### src/rtl/pcie_gen3_pkg.sv
// Shared PCIe Gen3 128b/130b constants, descrambler FSM states and the serial LFSR step.
package pcie_gen3_pkg;

  localparam int BLK_BYTES = 16;
  localparam int CNT_W     = $clog2(BLK_BYTES);

  localparam logic [22:0] SEED_L0 = 23'h1DBFBC;
  localparam logic [22:0] SEED_L1 = 23'h0607BB;
  localparam logic [22:0] SEED_L2 = 23'h1EC760;
  localparam logic [22:0] SEED_L3 = 23'h18C0DB;

  localparam logic [1:0] SH_DATA = 2'b10;
  localparam logic [1:0] SH_OS   = 2'b01;

  localparam logic [7:0] OS_SKP_ID   = 8'hAA;
  localparam logic [7:0] OS_EIEOS_ID = 8'h00;
  localparam logic [7:0] OS_TS1_ID   = 8'h1E;
  localparam logic [7:0] OS_TS2_ID   = 8'h2D;
  localparam logic [7:0] OS_EIOS_ID  = 8'h66;
  localparam logic [7:0] OS_SDS_ID   = 8'hE1;
  localparam logic [7:0] OS_FTS_ID   = 8'h55;

  typedef enum logic [2:0] {
    ST_IDLE,
    ST_DATA,
    ST_OS_SCR,
    ST_OS_SKP,
    ST_OS_EIEOS,
    ST_BAD
  } dsc_state_t;

  // One serial shift; the bit leaving position 22 is both the feed bit and the feedback.
  function automatic logic [22:0] lfsr_step(input logic [22:0] lr);
    logic fb;
    fb = lr[22];
    return {lr[21], lr[20] ^ fb, lr[19:16], lr[15] ^ fb, lr[14:8], lr[7] ^ fb,
            lr[6:5], lr[4] ^ fb, lr[3:2], lr[1] ^ fb, lr[0], fb};
  endfunction

  function automatic logic [22:0] lane_seed(input logic [1:0] lane);
    case (lane)
      2'd0:    return SEED_L0;
      2'd1:    return SEED_L1;
      2'd2:    return SEED_L2;
      default: return SEED_L3;
    endcase
  endfunction

endpackage

### src/rtl/lfsr_23b_par8.sv
// Gen3 23-bit scrambler LFSR advanced eight serial steps per clk_1G, with per-lane seed load.
module lfsr_23b_par8 (
  input  logic        clk_1G,
  input  logic        rst_1G,
  input  logic        advance,
  input  logic        reseed,
  input  logic [1:0]  lanenum,
  output logic [7:0]  feed,
  output logic [22:0] state
);
  import pcie_gen3_pkg::*;

  logic [22:0] lr_adv;

  always_comb begin
    // NOTE: blocking assignments chain the eight steps inside one evaluation, so
    // each iteration sees the register value produced by the previous step.
    lr_adv = state;
    feed   = '0;
    for (int j = 0; j < 8; j++) begin
      feed[j] = lr_adv[22];
      lr_adv  = lfsr_step(lr_adv);
    end
  end

  // NOTE: reset is synchronous, so it lives inside the clocked block rather than the sensitivity list.
  always_ff @(posedge clk_1G) begin
    if (rst_1G || reseed) begin
      state <= lane_seed(lanenum);
    end else if (advance) begin
      state <= lr_adv;
    end
  end

endmodule

### src/rtl/descrambler_23b.sv
// PCIe Gen3 receive descrambler: one byte per clk_1G, 16-byte blocks, Gen3 ordered-set rules.
// Optional macro DSC_SCRAM_DIS_EN adds the scram_dis input that forces raw pass-through.
module descrambler_23b (
  input  logic       clk_1G,
  input  logic       rst_1G,
  input  logic [1:0] lanenum,
  input  logic       lfsr_init,
  input  logic       rx_valid,
  input  logic       rx_blk_start,
  input  logic [1:0] rx_sync_hdr,
  input  logic [7:0] rx_data,
`ifdef DSC_SCRAM_DIS_EN
  input  logic       scram_dis,
`endif
  output logic [7:0] dsc_data,
  output logic       dsc_valid,
  output logic       dsc_blk_start,
  output logic       dsc_is_os,
  output logic       dsc_err
);
  import pcie_gen3_pkg::*;

  dsc_state_t       state_q, hdr_state, byte_state;
  logic [CNT_W-1:0] cnt_q, idx;
  logic             start_blk, accept, align_err, mid_abort;
  logic             advance, reseed, is_os, raw, err, bypass;
  logic [7:0]       feed, out_data;
  logic [22:0]      lfsr_state_unused;

`ifdef DSC_SCRAM_DIS_EN
  assign bypass = scram_dis;
`else
  assign bypass = 1'b0;
`endif

  // Block type is decided from the header and, for ordered sets, the byte-0 identifier.
  always_comb begin
    hdr_state = ST_BAD;
    case (rx_sync_hdr)
      SH_DATA: hdr_state = ST_DATA;
      SH_OS: begin
        if (rx_data == OS_SKP_ID)        hdr_state = ST_OS_SKP;
        else if (rx_data == OS_EIEOS_ID) hdr_state = ST_OS_EIEOS;
        else                             hdr_state = ST_OS_SCR;
      end
      default: hdr_state = ST_BAD;
    endcase
  end

  assign start_blk  = rx_valid & rx_blk_start;
  assign byte_state = start_blk ? hdr_state : state_q;
  assign idx        = start_blk ? '0 : cnt_q;

  // cnt_q == 0 outside a block start means the previous block already delivered all 16 bytes.
  assign accept    = start_blk | (rx_valid & (state_q != ST_IDLE) & (cnt_q != '0));
  assign align_err = rx_valid & ~rx_blk_start & (state_q != ST_IDLE) & (cnt_q == '0);
  assign mid_abort = start_blk & (state_q != ST_IDLE) & (cnt_q != '0);

  assign advance = accept & (byte_state != ST_OS_SKP);
  assign reseed  = lfsr_init |
                   (accept & (byte_state == ST_OS_EIEOS) & (idx == CNT_W'(BLK_BYTES - 1)));

  assign is_os    = byte_state inside {ST_OS_SCR, ST_OS_SKP, ST_OS_EIEOS};
  assign raw      = bypass | ((byte_state != ST_DATA) &&
                              !((byte_state == ST_OS_SCR) && (idx != '0)));
  assign out_data = raw ? rx_data : (rx_data ^ feed);
  assign err      = mid_abort | (byte_state == ST_BAD);

  lfsr_23b_par8 u_lfsr (
    .clk_1G  (clk_1G),
    .rst_1G  (rst_1G),
    .advance (advance),
    .reseed  (reseed),
    .lanenum (lanenum),
    .feed    (feed),
    .state   (lfsr_state_unused)
  );

  always_ff @(posedge clk_1G) begin
    if (rst_1G || lfsr_init) begin
      state_q       <= ST_IDLE;
      cnt_q         <= '0;
      dsc_data      <= '0;
      dsc_valid     <= 1'b0;
      dsc_blk_start <= 1'b0;
      dsc_is_os     <= 1'b0;
      dsc_err       <= 1'b0;
    end else begin
      dsc_valid     <= accept;
      dsc_data      <= accept ? out_data : '0;
      dsc_blk_start <= accept & (idx == '0);
      dsc_is_os     <= accept & is_os;
      dsc_err       <= (accept & err) | align_err;
      if (accept) begin
        state_q <= byte_state;
        cnt_q   <= idx + 1'b1;
      end else if (align_err) begin
        state_q <= ST_IDLE;
      end
    end
  end

endmodule

### config.mk
export PLATFORM = sky130hd
export DESIGN_NAME = descrambler_23b
export DESIGN_NICKNAME = d
export VERILOG_FILES = /design/src/rtl/pcie_gen3_pkg.sv /design/src/rtl/lfsr_23b_par8.sv /design/src/rtl/descrambler_23b.sv
export SDC_FILE = /design/constraint.sdc
export NUM_CORES = 1
export LEC_CHECK = 0
export CORE_ASPECT_RATIO = 1.5
export CORE_MARGIN = 1.5
export CORE_UTILIZATION = 30
export CTS_BUF_LIST = sky130_fd_sc_hd__clkbuf_4 sky130_fd_sc_hd__clkbuf_8
export DETAILED_ROUTE_END_ITERATION = 16
export PLACE_DENSITY = 0.46
export SYNTH_ARGS = -nofsm -noshare
export SYNTH_HDL_FRONTEND = slang
export SYNTH_SLANG_ARGS = --single-unit
### constraint.sdc
create_clock -name clk_1G -period 2.83 [get_ports clk_1G]
set_input_delay 0.566 -clock clk_1G [delete_from_list [all_inputs] [get_ports clk_1G]]
set_output_delay 0.566 -clock clk_1G [all_outputs]
set_load 0.05 [all_outputs]
==> After elaboration in Yosys (flattened, before gate mapping) <==
Cells that the tools add are included.
{ "op_classes": {"addsub": 1, "eq_ne": 12, "n_mux": 11, "bitwise_logic": 61, "reduce_logical": 16} }
{ "op_table": {"columns": ["op", "count"], "rows": [
  ["$pmux 21 s3", 1],
  ["$mux 23", 2],
  ["$xor 1x1->1", 40],
  ["$mux 3", 5],
  ["$and 1x1->1", 14],
  ["$eq 8x8->1 const B", 1],
  ["$logic_not 4->1", 2],
  ["$logic_not 8->1", 1],
  ["$mux 8", 1],
  ["$reduce_bool 4->1", 2],
  ["$xor 8x8->8", 1],
  ["$eq 3x2->1 const B", 2],
  ["$eq 3x3->1 const B", 2],
  ["$pmux 3 s2", 1],
  ["$reduce_bool 3->1", 2],
  ["$add 4x1->4 const B", 1],
  ["$eq 2x1->1 const B", 2],
  ["$eq 2x2->1 const B", 2],
  ["$eq 4x4->1 const B", 1],
  ["$mux 4", 1],
  ["$or 1x1->1", 4],
  ["$reduce_bool 2->1", 2],
  ["$ne 3x1->1 const B", 1],
  ["$ne 3x2->1 const B", 1],
  ["6 further kinds", 9]
]} }
{ "totals": {"regBits": 42, "out_inout_bits": 12} }

==> Depth between registers and ports, before layout <==
Gate-level depths: netlist (run 1).
{ "depth": {"ltp_word": 11, "ltp_mapped": 11} }

==> Modules after synthesis <==
From an unflattened synthesis (run 1), not the netlist that was laid out.
{ "hier_totals": {"cells_unflattened": 248, "area_unflattened_um2": 2456.1} }
{ "modules_own_cells": {"columns": ["mod", "n_inst", "cells_per_inst", "area_each_um2", "seq_area_each_um2"], "rows": [
  ["lfsr_23b_par8", 1, 113, 1405.1, 690.7],
  ["descrambler_23b", 1, 135, 1051.0, 380.4]
]} }

==> Least setup slack after synthesis (run 1) <==
No wires, ideal clock.
{ "synth_path": {"kind": "input to register", "startpoint": "input port rx_blk_start", "endpoint": "register u_lfsr.state[0], enable pin", "setup_ns": 0.380, "arrival_time_ns": 2.466, "setup_slack_ns": -0.016, "path_stages": 9, "cell_sequence": "nand2_1 -> clkbuf_1 -> and2_1 -> ha_1 -> nand2_1 -> o31a_1 -> buf_2 -> buf_2 -> nand2_1"} }
{ "synth_between": {"elab_chain_cells": 8, "word_cells_on_any_way": 13, "classes_between": "eq/ne (3); mux (2); bitwise (6); reduce/logical (2)"} }
{ "synth_lines": {"columns": ["element", "line_no", "source"], "rows": [
  ["start, declared", "descrambler_23b.sv:9", "input logic rx_blk_start,"],
  ["$and 1x1->1 *", "descrambler_23b.sv:50", "assign start_blk = rx_valid & rx_blk_start;"],
  ["$mux 3", "descrambler_23b.sv:51", "assign byte_state = start_blk ? hdr_state : state_q;"],
  ["$eq 3x3->1", "descrambler_23b.sv:61", "(accept & (byte_state == ST_OS_EIEOS) & (idx == CNT_W'(BLK_BYTES - 1)));"],
  ["$and 1x1->1 (2 in a row)", "descrambler_23b.sv:61", null],
  ["$or 1x1->1", "descrambler_23b.sv:60", "assign reseed = lfsr_init |"],
  ["$logic_or 1x1->1", "lfsr_23b_par8.sv:28", "if (rst_1G || reseed) begin"],
  ["$reduce_bool 2->1 (no source line) *", null, null],
  ["end signal, assigned", "lfsr_23b_par8.sv:29", "state <= lane_seed(lanenum);"],
  ["end signal, assigned", "lfsr_23b_par8.sv:31", "state <= lr_adv;"],
  ["end, declared", "lfsr_23b_par8.sv:9", "output logic [22:0] state"]
]} }
Mark *: on every way between the ends. The rest lies on a longest branch, timed or not.
A chain may end at the register's enable or synchronous reset.

==> Final worst setup path (run 1) <==
{ "layout_path": {"startpoint": "input port rx_sync_hdr[0]", "endpoint": "register dsc_data[6]"} }
{ "layout_between": {"elab_chain_cells": 8, "word_cells_on_any_way": 10, "classes_between": "eq/ne (4); mux (3); reduce/logical (3)"} }
{ "layout_lines": {"columns": ["element", "line_no", "source"], "rows": [
  ["start, declared", "descrambler_23b.sv:10", "input logic [1:0] rx_sync_hdr,"],
  ["$eq 2x1->1 or $eq 2x2->1 (tied branches)", "descrambler_23b.sv:39", "case (rx_sync_hdr)"],
  ["$pmux 3 s2 *", "descrambler_23b.sv:39", null],
  ["$mux 3 *", "descrambler_23b.sv:51", null],
  ["$eq 3x2->1", "descrambler_23b.sv:65", "!((byte_state == ST_OS_SCR) && (idx != '0)));"],
  ["$logic_and 1x1->1", "descrambler_23b.sv:65", null],
  ["$logic_not 1->1", "descrambler_23b.sv:65", null],
  ["$logic_and 1x1->1 *", "descrambler_23b.sv:64", "assign raw = bypass | ((byte_state != ST_DATA) &&"],
  ["$mux 8 *", "descrambler_23b.sv:66", "assign out_data = raw ? rx_data : (rx_data ^ feed);"],
  ["end signal, assigned", "descrambler_23b.sv:90", "dsc_data <= accept ? out_data : '0;"],
  ["end, declared", "descrambler_23b.sv:15", "output logic [7:0] dsc_data,"]
]} }
Marks and branches as above.

==> flow_metrics.env, run 1 <==
export IMPL_clk_pin_slew_worst_paths_ns=0.09
export IMPL_nets=315
export IMPL_gp_routability_congestion=0.804
export IMPL_utilization_pct=40.9
export IMPL_setup_tns_final_ns=0
export IMPL_synth_enable_flop_cells=23
export IMPL_drive_gt1_share_pct=18.7
export IMPL_maxSlewViolCount=0
export IMPL_pwr_density_cell_mw_per_mm2=833
export IMPL_wirelength_um=5440
export IMPL_startpoint_type="input port"
export IMPL_stdcell_area_sq_mm=0.00309
export IMPL_grt_overflow_total=0
export IMPL_root_buffer="clkbuf_8"
export IMPL_post_cts_buffers=0
export IMPL_ys_ff_latch=42
export IMPL_power_mw=2.58
export IMPL_ys_seq_area_share_pct=46.2
export IMPL_yosys_area_top_type="edfxtp_1"
export IMPL_areaGrowthSynthToFinish_pct=33.6
export IMPL_synth_fp_nets=254
export IMPL_post_drt_wl_per_cell_um=13.9
export IMPL_dieArea_sq_mm=0.00827
export IMPL_vias=1783
export IMPL_antenna_found_initial=0
export IMPL_period_needed_ns=2.67
export IMPL_peakVddDrop_v=0.000640
export IMPL_start_util_pct=30.6
export IMPL_synth_area_top_cells="edfxtp_1 30%, dfxtp_1 16%, xnor2_1 6.4%"
export IMPL_ant_nets=0
export IMPL_firstDrtPassIters=3
export IMPL_synth_cell_types=41
export IMPL_h_tree_depth=2
export IMPL_cts_buffers=5
export IMPL_grt_max_degree=24
export IMPL_die_w_um=74.7
export IMPL_synth_warnings=0
export IMPL_cp_required_ns=3.07
export IMPL_grt_pass1_wl_um=8670
export IMPL_diodes=0
export IMPL_post_dp_hpwl_um=4250
export IMPL_fp_dieH_um=111
export IMPL_status="complete, no violations"
export IMPL_leakagePower_nw=1.19
export IMPL_drc_errors=0
export IMPL_hp_class="flop to flop"
export IMPL_layout_cells_non_filler=391
export IMPL_maxSlewHeadroom_pct=49.0
export IMPL_placed_cells=383
export IMPL_rsz0062_at_grt="false"
export IMPL_critPathArrivalTime_ns=2.90
export IMPL_tightestPinTransition_ns=0.763
export IMPL_grt_pass1_vias=1795
export IMPL_ios=29
export IMPL_ys_async_sr_fraction_pct=0
export IMPL_fin_skew_ns=0.0107
export IMPL_avgSynthCellArea_sq_um=10.2
export IMPL_portBuffers=28
export IMPL_finalCritPeriodShare_pct=94.2
export IMPL_yosys_most_used_dff="edfxtp_1"
export IMPL_place_area_sq_mm=0.00296
export IMPL_cp_end_kind="flop"
export IMPL_cts_tree="yes"
export IMPL_cts_hold_fix_buffers=0
export IMPL_clock_sinks=42
export IMPL_synth_top_area_share_pct=29.8
export IMPL_finalSetupViolations=0
export IMPL_drt_iter0_markers=33
export IMPL_syn_inst=227
export IMPL_hold_viol=0
export IMPL_cts_buffer_depth=2
export IMPL_track_usage_pct=14.0
export IMPL_syn_area_sq_mm=0.00232
export IMPL_post_cts_resized=0
export IMPL_coreArea_sq_mm=0.00756
export IMPL_clk_latency_ns=0.30
export IMPL_timing_fmax_mhz=375
export IMPL_drv_cap=0
export IMPL_via_per_inst=4.56
export IMPL_crit_type="input port to flop"
export IMPL_cp_max_fo=10
export IMPL_rows=39
export IMPL_reg2reg_slack_ns=0.52
==> metal layers <==
metal / track usage, % / vias to the layer above / part of all wire (%)
li1: - / 919 / -
met1: 15.0 / 837 / 40
met2: 26.7 / 21 / 57
met3: 2.19 / 6 / 1.6
met4: 4.36 / 0 / 1.5
met5: 0 / - / 0
==> state kept, by name (all words and copies together) (netlist names) <==
| signal | count |
|---|---|
| dsc_is_os | 1 |
| state_q | 3 |
| dsc_valid | 1 |
| dsc_err | 1 |
| dsc_blk_start | 1 |
| u_lfsr.state | 23 |
| dsc_data | 8 |
| cnt_q | 4 |
==> critical path, cell delays in order <==
cell and delay, ns:
clkdlybuf4s50_1 0.48, inv_1 0.05, ha_1 0.30, a2111oi_1 0.38, buf_4 0.18, o21ai_1 0.08
mux2_4 0.33, or4_1 0.40, a21oi_1 0.15
==> synthesized netlist by cell type (3+ instances only) <==
cell	instances
xnor2_1	17
o31ai_1	9
buf_2	3
or4_1	6
a21oi_1	25
and2_1	5
clkbuf_1	5
nand3_1	3
inv_1	10
nor3_1	4
nor2_1	15
nand2_1	19
nor2b_1	3
xor2_1	13
dfxtp_1	19
o21ai_0	9
ha_1	10
edfxtp_1	23
==> kinds of logic after synthesis <==
| family | count (synthesis) | synth area share (%) |
|---|---|---|
| buf+inv | 19 | 3.57 |
| mux | 4 | 2.00 |
| fa+ha+maj | 10 | 5.40 |
| xor+xnor | 35 | 15.3 |
| flops | 42 | 46.2 |
| simple gates | 66 | 14.5 |
| compound gates | 51 | 12.9 |
==> stage by stage <==
stage,hold slack (ns),worst slack (ns)
after detailed placement,0.493,-0.159
after CTS,0.511,0.147
after global placement,0.484,-0.123
after global routing,0.538,0.0299
after floorplan,0.447,0.211
final,0.512,0.165
==> path summary, 6_finish.rpt <==
path | start | end | cells after the start
setup / recovery | rx_sync_hdr[0] | dsc_data[6] | 9
hold reg to reg | state_q[2] | state_q[2] | 2
setup reg to reg | u_lfsr.state[21] | u_lfsr.state[8] | 6
hold / removal | state_q[2] | state_q[2] | 2
==> cells in the final DEF (no fill, tap or decap), types with 2 or more instances in the layout <==
master / Yosys / routed
nand3_1: 3 / 3
nor2_1: 15 / 15
nand4_1: 2 / 2
nor3_1: 4 / 4
bufinv_16: 0 / 2
and3_1: 2 / 2
o31ai_1: 9 / 9
a21oi_1: 25 / 25
buf_4: 0 / 34
xnor2_2: 2 / 2
and2_1: 5 / 5
nor2b_1: 3 / 3
dfxtp_1: 19 / 19
inv_1: 10 / 10
edfxtp_1: 23 / 23
xnor2_1: 17 / 17
mux2i_1: 2 / 2
clkdlybuf4s50_1: 0 / 28
xor2_1: 13 / 13
or4_1: 6 / 6
ha_1: 10 / 10
nand2_1: 19 / 18
nor4_1: 2 / 2
xor2_2: 2 / 2
clkbuf_8: 0 / 5
o21ai_0: 9 / 9
==> report_power, final <==
part           switching, mW  internal, mW  total, mW
Clock                  0.229         0.354      0.582
Sequential            0.0726         0.784      0.857
Combinational          0.610         0.529       1.14
Total                  0.911          1.67       2.58
==> cell type report <==
| type | count | area [sq um] |
|---|---|---|
| Sequential cell | 42 | 1070 |
| Tap cell | 102 | 128 |
| Inverter | 10 | 37.5 |
| Clock inverter | 3 | 68.8 |
| Timing Repair Buffer | 63 | 556 |
| Clock buffer | 5 | 68.8 |
| Fill cell | 779 | 4470 |
| Multi-Input combinational cell | 166 | 1160 |
Note: power is estimated with default switching activity, not from simulation.
==> inputs of run 2 (changes only) <==
==> constraint.sdc (replaced) <==
create_clock -name clk_1G -period 2.45 [get_ports clk_1G]
set_input_delay 0.49 -clock clk_1G [delete_from_list [all_inputs] [get_ports clk_1G]]
set_output_delay 0.49 -clock clk_1G [all_outputs]
set_load 0.05 [all_outputs]
==> flow_metrics.env, run 2 (synthesis results as in run 1) <==
export IMPL_dieArea_sq_mm=0.00827
export IMPL_critPathArrivalTime_ns=2.63
export IMPL_ant_nets=0
export IMPL_grt_pass1_wl_um=9310
export IMPL_rr_worst_depth=6
export IMPL_layout_commonest_cell="buf_4"
export IMPL_cts_tree="yes"
export IMPL_clk_pin_slew_worst_paths_ns=0.09
export IMPL_grt_pass1_vias=1924
export IMPL_clock_sinks=42
export IMPL_cpMaxStageDelayCell="clkdlybuf4s50_1"
export IMPL_power_mw=2.87
export IMPL_largest_reg_flops=23
export IMPL_cts_buffer_depth=2
export IMPL_root_buffer="clkbuf_8"
export IMPL_placed_cells=394
export IMPL_drive_gt1_share_pct=28.1
export IMPL_pwr_density_cell_mw_per_mm2=870
export IMPL_wirelength_um=5860
export IMPL_status="complete, no violations"
export IMPL_hold_viol=0
export IMPL_crit_type="input port to flop"
export IMPL_via_per_inst=4.65
export IMPL_cp_required_ns=2.68
export IMPL_fin_skew_ns=0.0127
export IMPL_path_buf_inv=2
export IMPL_die_w_um=74.7
export IMPL_diodes=0
export IMPL_tightestPinTransition_ns=0.513
export IMPL_period_needed_ns=2.40
export IMPL_cp_depth=8
export IMPL_max_stage_delay_ns=0.42
export IMPL_maxSlewViolCount=0
export IMPL_peakVddDrop_v=0.000549
export IMPL_coreArea_sq_mm=0.00756
export IMPL_cp_max_fo=5
export IMPL_min_delay_path_depth=2
export IMPL_crit_chain="clkdlybuf4s50_1, buf_4, ha_4, a311oi_2, a21o_1, mux2_4, or4_1, a21oi_1"
export IMPL_top_regs="u_lfsr.state x23, dsc_data x8, cnt_q x4"
export IMPL_cpLargestDelayFamily="compound AO/OA/AOI/OAI gates"
export IMPL_hp_class="flop to flop"
export IMPL_maxSlewHeadroom_pct=65.6
export IMPL_cts_hold_fix_buffers=0
export IMPL_gp_routability_congestion=0.794
export IMPL_regMostFlops="u_lfsr.state"
export IMPL_post_drt_wl_per_cell_um=14.5
export IMPL_cts_buffers=5
export IMPL_rows=39
export IMPL_h_tree_depth=2
export IMPL_leakagePower_nw=1.33
export IMPL_vias=1885
export IMPL_timing_hold_ws_ns=0.489
export IMPL_fp_dieH_um=111
export IMPL_post_dp_hpwl_um=4450
export IMPL_timing_fmax_mhz=417
export IMPL_portBuffers=28
export IMPL_layout_cells_non_filler=405
export IMPL_antenna_found_initial=0
export IMPL_finalSetupViolations=0
export IMPL_layout_common_cells="47 x buf_4, 23 x a21oi_1, 23 x edfxtp_1"
export IMPL_startpoint_type="input port"
export IMPL_track_usage_pct=15.0
export IMPL_drc_errors=0
export IMPL_grt_max_degree=24
export IMPL_drt_iter0_markers=62
export IMPL_setup_tns_final_ns=0
export IMPL_grt_overflow_total=0
export IMPL_ios=29
export IMPL_cp_end_kind="flop"
export IMPL_finalCritPeriodShare_pct=97.8
export IMPL_drv_cap=0
export IMPL_start_util_pct=30.6
export IMPL_areaGrowthSynthToFinish_pct=42.5
export IMPL_nets=329
export IMPL_clk_latency_ns=0.30
export IMPL_firstDrtPassIters=4
run 2: per-layer routing:
metal  share of wire [%]  vias up  global-route usage (%)
li1                    -      952                       -
met1                  38      903                    15.8
met2                  58       26                    28.9
met3                 2.4        4                    2.83
met4                0.92        0                    3.64
met5                   0        -                       0
run 2: per-stage QoR:
step,util (%),area [sq um],setup WS [ns]
global route,43.6,3300,-0.00645
global placement,40.2,3040,-0.473
detailed placement,40.2,3040,-0.563
finish,43.6,3300,0.0535
floorplan,-,2320,0.0412
CTS,42.4,3210,0.0000588
run 2: power breakdown:
group | total, mW | internal, mW | switching [mW]
clock network | 0.458 | 0.200 | 0.258
logic | 1.42 | 0.693 | 0.730
registers | 0.990 | 0.906 | 0.0837
total | 2.87 | 1.80 | 1.07
run 2: layout make-up:
cell class | instances | area, sq um
fill | 757 | 4260
multi-input combinational | 167 | 1300
sequential | 42 | 1070
timing repair buffer | 76 | 671
tap | 102 | 128
clock buffer | 5 | 68.8
inverter | 10 | 37.5
clock inverter | 3 | 21.3
run 2: worst paths after layout:
path / slack, ns / startpoint / end
min reg2reg: 0.49 / state_q[2] / state_q[2]
max: 0.05 / rx_sync_hdr[0] / dsc_data[1]
min: 0.49 / state_q[2] / state_q[2]
max reg2reg: 0.43 / u_lfsr.state[20] / u_lfsr.state[17]
run 2: worst register-to-register path, delay by kind of cell (launching register included):
kind | cells | cell delay (ns)
buffers and inverters | 1 | 0.21
xor gates and xnor gates | 4 | 0.87
DFF | 1 | 0.45
muxes | 1 | 0.26
run 2: repair_timing:
item,4_1_cts,5_1_grt
gates resized for setup,12,22
cloned,1,0
buffers inserted,0,2
pin swaps,5,11
endpoints found under the setup margin,33,43
==> inputs of run 3 (changes only) <==
--- a/config.mk
+++ b/config.mk
@@ -10,7 +10,7 @@
 export CORE_UTILIZATION = 30
 export CTS_BUF_LIST = sky130_fd_sc_hd__clkbuf_4 sky130_fd_sc_hd__clkbuf_8
 export DETAILED_ROUTE_END_ITERATION = 16
-export PLACE_DENSITY = 0.46
+export PLACE_DENSITY = 0.44
 export SYNTH_ARGS = -nofsm -noshare
 export SYNTH_HDL_FRONTEND = slang
 export SYNTH_SLANG_ARGS = --single-unit
==> constraint.sdc (replaced) <==
create_clock -name clk_1G -period 2.35 [get_ports clk_1G]
set_input_delay 0.47 -clock clk_1G [delete_from_list [all_inputs] [get_ports clk_1G]]
set_output_delay 0.47 -clock clk_1G [all_outputs]
set_load 0.05 [all_outputs]
==> flow_metrics.env, run 3 (synthesis results as in run 1) <==
export IMPL_rows=39
export IMPL_clk_latency_ns=0.30
export IMPL_vias=1906
export IMPL_layout_commonest_cell="buf_4"
export IMPL_track_usage_pct=15.3
export IMPL_finalSetupViolations=0
export IMPL_fin_ws_ns=0.0627
export IMPL_coreArea_sq_mm=0.00756
export IMPL_largest_reg_flops=23
export IMPL_cp_required_ns=2.58
export IMPL_tightestPinTransition_ns=0.507
export IMPL_areaGrowthSynthToFinish_pct=47.9
export IMPL_maxSlewHeadroom_pct=66.1
export IMPL_startpoint_type="input port"
export IMPL_timing_fmax_mhz=437
export IMPL_die_w_um=74.7
export IMPL_cp_end_kind="flop"
export IMPL_crit_type="input port to flop"
export IMPL_fin_skew_ns=0.00625
export IMPL_hp_class="flop to flop"
export IMPL_post_drt_wl_per_cell_um=14.4
export IMPL_drv_cap=0
export IMPL_cpMaxStageDelayCell="or4_1"
export IMPL_clk_pin_slew_worst_paths_ns=0.08
export IMPL_ios=29
export IMPL_layout_common_cells="50 x buf_4, 23 x a21oi_1, 23 x edfxtp_1"
export IMPL_regMostFlops="u_lfsr.state"
export IMPL_grt_max_degree=24
export IMPL_period_needed_ns=2.29
export IMPL_cts_hold_fix_buffers=0
export IMPL_layout_cells_non_filler=412
export IMPL_gp_routability_congestion=0.807
export IMPL_hold_viol=0
export IMPL_status="complete, no violations"
export IMPL_fill_cells=755
export IMPL_cts_tree="yes"
export IMPL_portBuffers=28
export IMPL_start_util_pct=30.6
export IMPL_via_per_inst=4.63
export IMPL_drt_iter0_markers=67
export IMPL_placed_cells=396
export IMPL_clock_sinks=42
export IMPL_cp_max_fo=5
export IMPL_nets=336
export IMPL_drc_errors=0
export IMPL_max_stage_delay_ns=0.52
export IMPL_firstDrtPassIters=4
export IMPL_place_ws_ns=-0.498
export IMPL_post_dp_hpwl_um=4410
export IMPL_finalCritPeriodShare_pct=97.3
export IMPL_grt_overflow_total=0
export IMPL_maxSlewViolCount=0
export IMPL_stdcell_area_sq_mm=0.00343
export IMPL_leakagePower_nw=1.39
export IMPL_root_buffer="clkbuf_8"
export IMPL_critPathArrivalTime_ns=2.51
export IMPL_peakVddDrop_v=0.000546
export IMPL_diodes=0
export IMPL_dieArea_sq_mm=0.00827
export IMPL_grt_pass1_wl_um=9530
export IMPL_h_tree_depth=2
export IMPL_crit_chain="dlygate4sd2_1, nor4_2, buf_4, a2111oi_4, or2_4, mux2_4, or4_1, a21oi_1"
export IMPL_cts_buffer_depth=2
export IMPL_antenna_found_initial=0
export IMPL_cts_buffers=5
export IMPL_grt_pass1_vias=1910
export IMPL_drive_gt1_share_pct=32.6
export IMPL_top_regs="u_lfsr.state x23, dsc_data x8, cnt_q x4"
export IMPL_fp_dieH_um=111
export IMPL_utilization_pct=45.3
export IMPL_wirelength_um=5950
export IMPL_place_area_sq_mm=0.00308
export IMPL_pwr_density_cell_mw_per_mm2=931
export IMPL_ant_nets=0
[run 3: cell count changes in the layout (fill, tap and decap cells not counted), sizes merged]
cell	change
buf	+5
inv	+1
clkinv	-1
bufinv	+1
clkbuf	+5
clkdlybuf4s15	+2
clkdlybuf4s50	-2
dlymetal6s2s	-2
clkinvlp	-2
[run 3: critical path: cells and delay by family]
family	cells	cell delay [ns]
AO/OA/AOI/OAI	2	0.23
buffers and inverters	2	0.44
multiplexers	1	0.31
AND/OR/NAND/NOR	3	1.06
[run 3: path summary, 6_finish.rpt]
path,slack [ns],cells past startpoint,end,start
setup / recovery,0.06,8,dsc_data[1],rx_data[3]
hold / removal,0.51,2,state_q[2],state_q[2]
setup reg to reg,0.22,9,dsc_data[1],cnt_q[0]
hold reg to reg,0.51,2,state_q[2],state_q[2]
[run 3: final cells by class]
class                   count  area (sq um)  share of cell area [%]
flip-flops and latches     42          1070                    31.3
inverters                  10          37.5                    1.10
well taps                 102           128                    3.73
multi-input cells         167          1320                    38.5
clock inverters             2          36.3                    1.06
clock buffers               6          76.3                    2.23
repair buffers             83           759                    22.2
[run 3: stage by stage]
stage	hold WS (ns)	power, mW	setup TNS, ns
final	0.507	3.19	0
after detailed placement	0.499	2.58	-17.83
after global placement	0.490	2.58	-18.26
after CTS	0.511	3.20	0
after floorplan	0.447	2.08	0
after global routing	0.548	3.42	-0.0177
[run 3: metal layers]
metal | vias to the layer above | share of wire (%) | global-route usage [%]
li1 | 967 | - | -
met1 | 903 | 40 | 17.4
met2 | 30 | 56 | 28.4
met3 | 6 | 2.5 | 2.19
met4 | 0 | 1.3 | 4.36
met5 | - | 0 | 0
[run 3: timing repair]
| action | in CTS | in global routing |
|---|---|---|
| resized for setup | 21 | 28 |
| buffers inserted | 1 | 4 |
| setup endpoints to repair | 44 | 48 |
| pin swaps | 8 | 16 |
| hold endpoints to repair | 0 | 0 |
| cloned | 1 | 2 |
[run 3: power breakdown]
| part | switching (mW) | internal, mW |
|---|---|---|
| sequential | 0.0844 | 0.944 |
| clock | 0.268 | 0.330 |
| combinational | 0.792 | 0.772 |
| total | 1.14 | 2.05 |
==> RTL edit 1, RTL diff (config.mk and constraints of run 2) <==
Register the output `dsc_data` once more; this adds one clock of latency there. The other outputs are not delayed to match.
--- a/src/rtl/descrambler_23b.sv
+++ b/src/rtl/descrambler_23b.sv
@@ -21,2 +21,4 @@
   import pcie_gen3_pkg::*;
+
+  logic [7:0] dsc_data_s0;
 
@@ -82,3 +84,3 @@
       cnt_q         <= '0;
-      dsc_data      <= '0;
+      dsc_data_s0   <= '0;
       dsc_valid     <= 1'b0;
@@ -89,3 +91,3 @@
       dsc_valid     <= accept;
-      dsc_data      <= accept ? out_data : '0;
+      dsc_data_s0   <= accept ? out_data : '0;
       dsc_blk_start <= accept & (idx == '0);
@@ -102,2 +104,6 @@
 
+  always_ff @(posedge clk_1G) begin
+    dsc_data <= dsc_data_s0;
+  end
+
 endmodule
Formal check against the unedited RTL: not equivalent (a bounded check fails within 4 cycles, from zero or initial values).
==> RTL edit 1 against run 2 <==
Largest power group unchanged. Design area grew 12%. Maximum frequency up 1.2%. Setup slack gained 0.027 ns. Core utilization fell by 2.4 points. Area after synthesis up 20%. Final cell count up 3.5%. Wire length is 6.1% higher. Sequential share of layout area is 1.0 points higher. Critical path type unchanged. Non-clock buffer count fell by 8. Power is 20% higher. Clock power grew 32%. Critical endpoint is now u_lfsr.state[1]. Sequential cell count is 8 higher.
==> RTL edit 1: results (changes against run 2) <==
global_route:
  globalRouteMet1Util: 0.165  # +0.00686
  grt_util_met2: 0.234  # -0.0553
  grt_pass1_wl_mm: 9.89  # +6.2%
  use_met3: 0.0211  # -0.00715
  grt_pass1_vias: 1951  # +1.4%
finish:
  fin_cells: 419  # +3.5%
  fin_nets: 335  # +1.8%
  drive_gt1_frac: 0.249  # -0.0313
  reg_top3: "u_lfsr.state (23), dsc_data (8), dsc_data_s0 (8)"
placed_design:
  gp_congestion: 0.768  # -3.3%
  dpl.cell_count: 407  # +3.3%
  dpl_cell_area_um2: 3460  # +14%
  dp_hpwl_mm: 4.79  # +7.6%
  dpl_worst_slack_ns: -0.362  # +0.201 ns
timing:
  fin_hold_ws_ns: 0.334  # -0.155 ns
  fin_ws_ns: 0.0809  # +0.0274 ns
logic_synthesis:
  muxShareOfSynthArea: 0.109  # +0.0886
  ys_seq_area_frac: 0.443  # -0.0190
  synth_fa_ha_area_frac: 0.0451  # -0.00896
  synth_fp_nets: 267  # +5.1%
  synth-compound-area-share: 0.0996  # -0.0295
  synth-xor-area-share: 0.137  # -0.0169
  yosysUniqueCellTypes: 49  # +20%
critical_path:
  critical_path.startpoint: "rx_data[2]"
  crit_arrival_ns: 2.38  # -0.25 ns
  r2r_slack_ns: 0.29  # -0.14 ns
  crit_path_max_fanout: 23  # +18
  max_stage_delay_ns: 0.47  # +0.05 ns
  crit_family: "buffers and inverters"
  cp-endpoint: "u_lfsr.state[1]"
hold_path:
  hold_depth: 0  # -2
  hold_path_end: "dsc_data[5]"
  hp-start: "dsc_data_s0[5]"
routing:
  drt-met1-wl_mm: 2.67  # +19%
  drt-vias-per-instance: 4.63  # -0.52%
  drt_iter0_markers: 131  # +110%
  wl_mm: 6.22  # +6.1%
  route.met2.wl_mm: 3.33  # -2.6%
pwr:
  p_leak_nw: 1.39  # +4.5%
  irDropWorstVdd_mv: 0.534  # -2.7%
  switching_power_mw: 1.25  # +16%
  power_frac_seq: 0.344  # about the same
run_status:
  run_status: "completed"
## RTL edit 1: cell count changes in the layout (fill, tap and decap cells not counted), sizes merged, moves of 7 or more
cell	before	now
a21oi	25	6
buf	48	40
clkdlybuf4s50	18	25
dfxtp	19	27
mux2i	2	29
nand2b	1	10
o31ai	9	1
## RTL edit 1: cell type report
class / count / area, um2
inverter: 11 / 46.3
clock buffer: 6 / 76.3
tap: 110 / 138
clock inverter: 2 / 37.5
sequential: 50 / 1230
timing repair buffer: 68 / 608
multi-input combinational: 172 / 1540
fill: 905 / 5250
## RTL edit 1: power by group through the flow
stage          logic, mW  registers (mW)  clock network [mW]
2_1_floorplan       1.29            1.19                   0
3_3_place_gp        1.65            1.20                   0
3_5_place_dp        1.64            1.21                   0
4_1_cts             1.65            1.19               0.624
5_1_grt             1.81            1.21               0.655
6_report            1.66            1.18               0.605
## RTL edit 1: timing repair
item                       in CTS  in global routing
setup buffers                   0                  4
gates resized for setup         2                  9
pin swaps                       1                  3
setup endpoints to repair      13                 51
==> RTL edit 2, RTL diff (config.mk and constraints of run 2) <==
Made on the original files. The option `DSC_SCRAM_DIS_EN` is turned on by a define.
--- a/src/rtl/descrambler_23b.sv
+++ b/src/rtl/descrambler_23b.sv
@@ -2,2 +2,4 @@
 // Optional macro DSC_SCRAM_DIS_EN adds the scram_dis input that forces raw pass-through.
+`define DSC_SCRAM_DIS_EN
+
 module descrambler_23b (
Interface: changed (added scram_dis); port bits go from 29 to 30. No check against the original RTL was run, so the function may have changed too.
==> RTL edit 2 against run 2 <==
Sequential cell count unchanged. Wire length grew 4.2%. Core utilization is 0.49 points higher. Via count up 2.0%. Sequential power decreased by 2%. Power up 1.5%. Hold slack improved by 0.020 ns. Clock power is 23% higher. Clock skew is 0.0085 ns lower. Highest routed layer unchanged. Design area increased by 1.8%. Setup slack improved by 0.019 ns. Largest cell class unchanged. Area after synthesis increased by 2.3%.
==> RTL edit 2: results (changes against run 2) <==
run_status:
  run_status: "completed"
clocking:
  path_clk_slew_ns: 0.08
  cts_max_path_buffers: 2  # unchanged
global_route:
  grt_pass1_wl_mm: 10.0  # +7.7%
  grt_max_degree: 24  # unchanged
  grt_use_total: 0.159  # +0.00921
  grt_pass1_vias: 2026  # +5.3%
routing:
  route.met2.wl_mm: 3.33  # -2.7%
  wl_per_cell_um: 15.0  # +3.5%
  drt-met1-wl_mm: 2.39  # +6.4%
  top_layer: "met4"
  dr_total_vias: 1923  # +2.0%
  drt_iter0_markers: 120  # +94%
  first_pass_iters: 4  # unchanged
  wl_met3_um: 206  # +44%
placed_design:
  portBuffers: 29  # +3.6%
  dpl_worst_slack_ns: -0.550  # +0.0128 ns
  gp_congestion: 0.764  # -3.8%
  dp_hpwl_mm: 4.64  # +4.2%
  dpl.cell_count: 396  # +0.51%
finish:
  fin_cells: 408  # +0.74%
  reg_top3: "u_lfsr.state (23), dsc_data (8), cnt_q (4)"
  fin_nets: 333  # +1.2%
  fillers: 769  # +1.6%
  drive_gt1_frac: 0.268  # -0.0126
pwr:
  irDropWorstVdd_mv: 0.389  # -29%
  p_leak_nw: 1.32  # -0.58%
  switching_power_mw: 1.05  # -2.0%
logic_synthesis:
  synth_fa_ha_area_frac: 0.0528  # -0.00120
  synth_fp_nets: 260  # +2.4%
  ys_seq_area_frac: 0.452  # -0.0103
  synth_common_cells: "a21oi_1 (25), edfxtp_1 (23), dfxtp_1 (19)"
  avgSynthCellArea_um2: 10.2  # about the same
  yosys-top-cells-area: "edfxtp_1 (29%), dfxtp_1 (16%), xnor2_1 (6.3%)"
  synth_edf_count: 23  # unchanged
  synth-xor-area-share: 0.145  # -0.00816
  muxShareOfSynthArea: 0.0333  # +0.0133
  synth-compound-area-share: 0.135  # +0.00612
  yosysUniqueCellTypes: 47  # +15%
hold_path:
  hold_class: "flop to flop"
critical_path:
  crit_path_max_fanout: 8  # +3
  crit_arrival_ns: 2.62  # about the same
timing:
  fin_worst_skew_ns: 0.00420  # -0.00849 ns
  maxSlewHeadroom: 0.638  # -0.0175
[RTL edit 2: changes by cell type after synthesis, sizes merged, moves of 3 or more]
cell	before	now
nor2	15	18
clkbuf	5	2
o31ai	9	5
buf	4	8
o21ai	10	5
a31o	0	3
[RTL edit 2: power groups by stage]
stage,Sequential (mW),Combinational (mW),Clock (mW)
after floorplan,0.979,0.946,0
after global placement,0.991,1.37,0
after detailed placement,0.992,1.37,0
after CTS,0.976,1.41,0.583
after global routing,0.986,1.53,0.613
final,0.974,1.37,0.564
[RTL edit 2: kinds of logic (layout without fill, tap and decap cells)]
kind of cell | Yosys count | after routing
flops | 42 | 42
simple gates | 67 | 67
fa+ha+maj | 10 | 10
compound gates | 51 | 51
buf+inv | 20 | 94
mux | 7 | 7
xor+xnor | 35 | 35
[RTL edit 2: layout make-up]
class	count	area share
Inverter	10	0.0112
Clock inverter	3	0.0119
Timing Repair Buffer	76	0.203
Tap cell	102	0.0380
Sequential cell	42	0.319
Clock buffer	5	0.0205
Multi-Input combinational cell	170	0.396
[RTL edit 2: final timing paths]
kind | from | end | slack [ns] | cells past startpoint
worst max-delay path | rx_data[0] | dsc_data[6] | 0.07 | 8
worst min-delay path | state_q[2] | state_q[2] | 0.51 | 2
worst max register to register | cnt_q[3] | u_lfsr.state[0] | 0.24 | 7
worst min register to register | state_q[2] | state_q[2] | 0.51 | 2
[RTL edit 2: metrics by stage]
step	util	total power, mW	area [um2]	setup TNS (ns)
2_1_floorplan	-	1.93	2380	0
3_3_place_gp	0.407	2.36	3100	-26.80
3_5_place_dp	0.407	2.36	3100	-24.79
4_1_cts	0.441	2.96	3350	0
5_1_grt	0.441	3.13	3360	0
6_report	0.441	2.91	3360	0
[RTL edit 2: timing repair]
| item | 4_1_cts | 5_1_grt |
|---|---|---|
| endpoints found under the setup margin | 51 | 11 |
| pin swaps | 8 | 7 |
| endpoints found under the hold margin | 0 | 0 |
| hold buffers | 0 | 0 |
| buffers inserted | 3 | 0 |
| gates resized for setup | 31 | 2 |
| gates cloned | 1 | 0 |
[RTL edit 2: worst max-delay path: stages]
cell and delay (ns):
dlygate4sd2_1 0.28, nor4_4 0.37, a2111oi_2 0.12, buf_4 0.16, or2_4 0.26, mux2_4 0.32
or4_1 0.48, a21oi_1 0.14
[RTL edit 2: per-layer routing]
layer  vias to the layer above  GRT usage
met2                        33      0.277
met1                       908      0.178
met4                         0     0.0702
met5                         -          0
li1                        967          -
met3                        15     0.0362
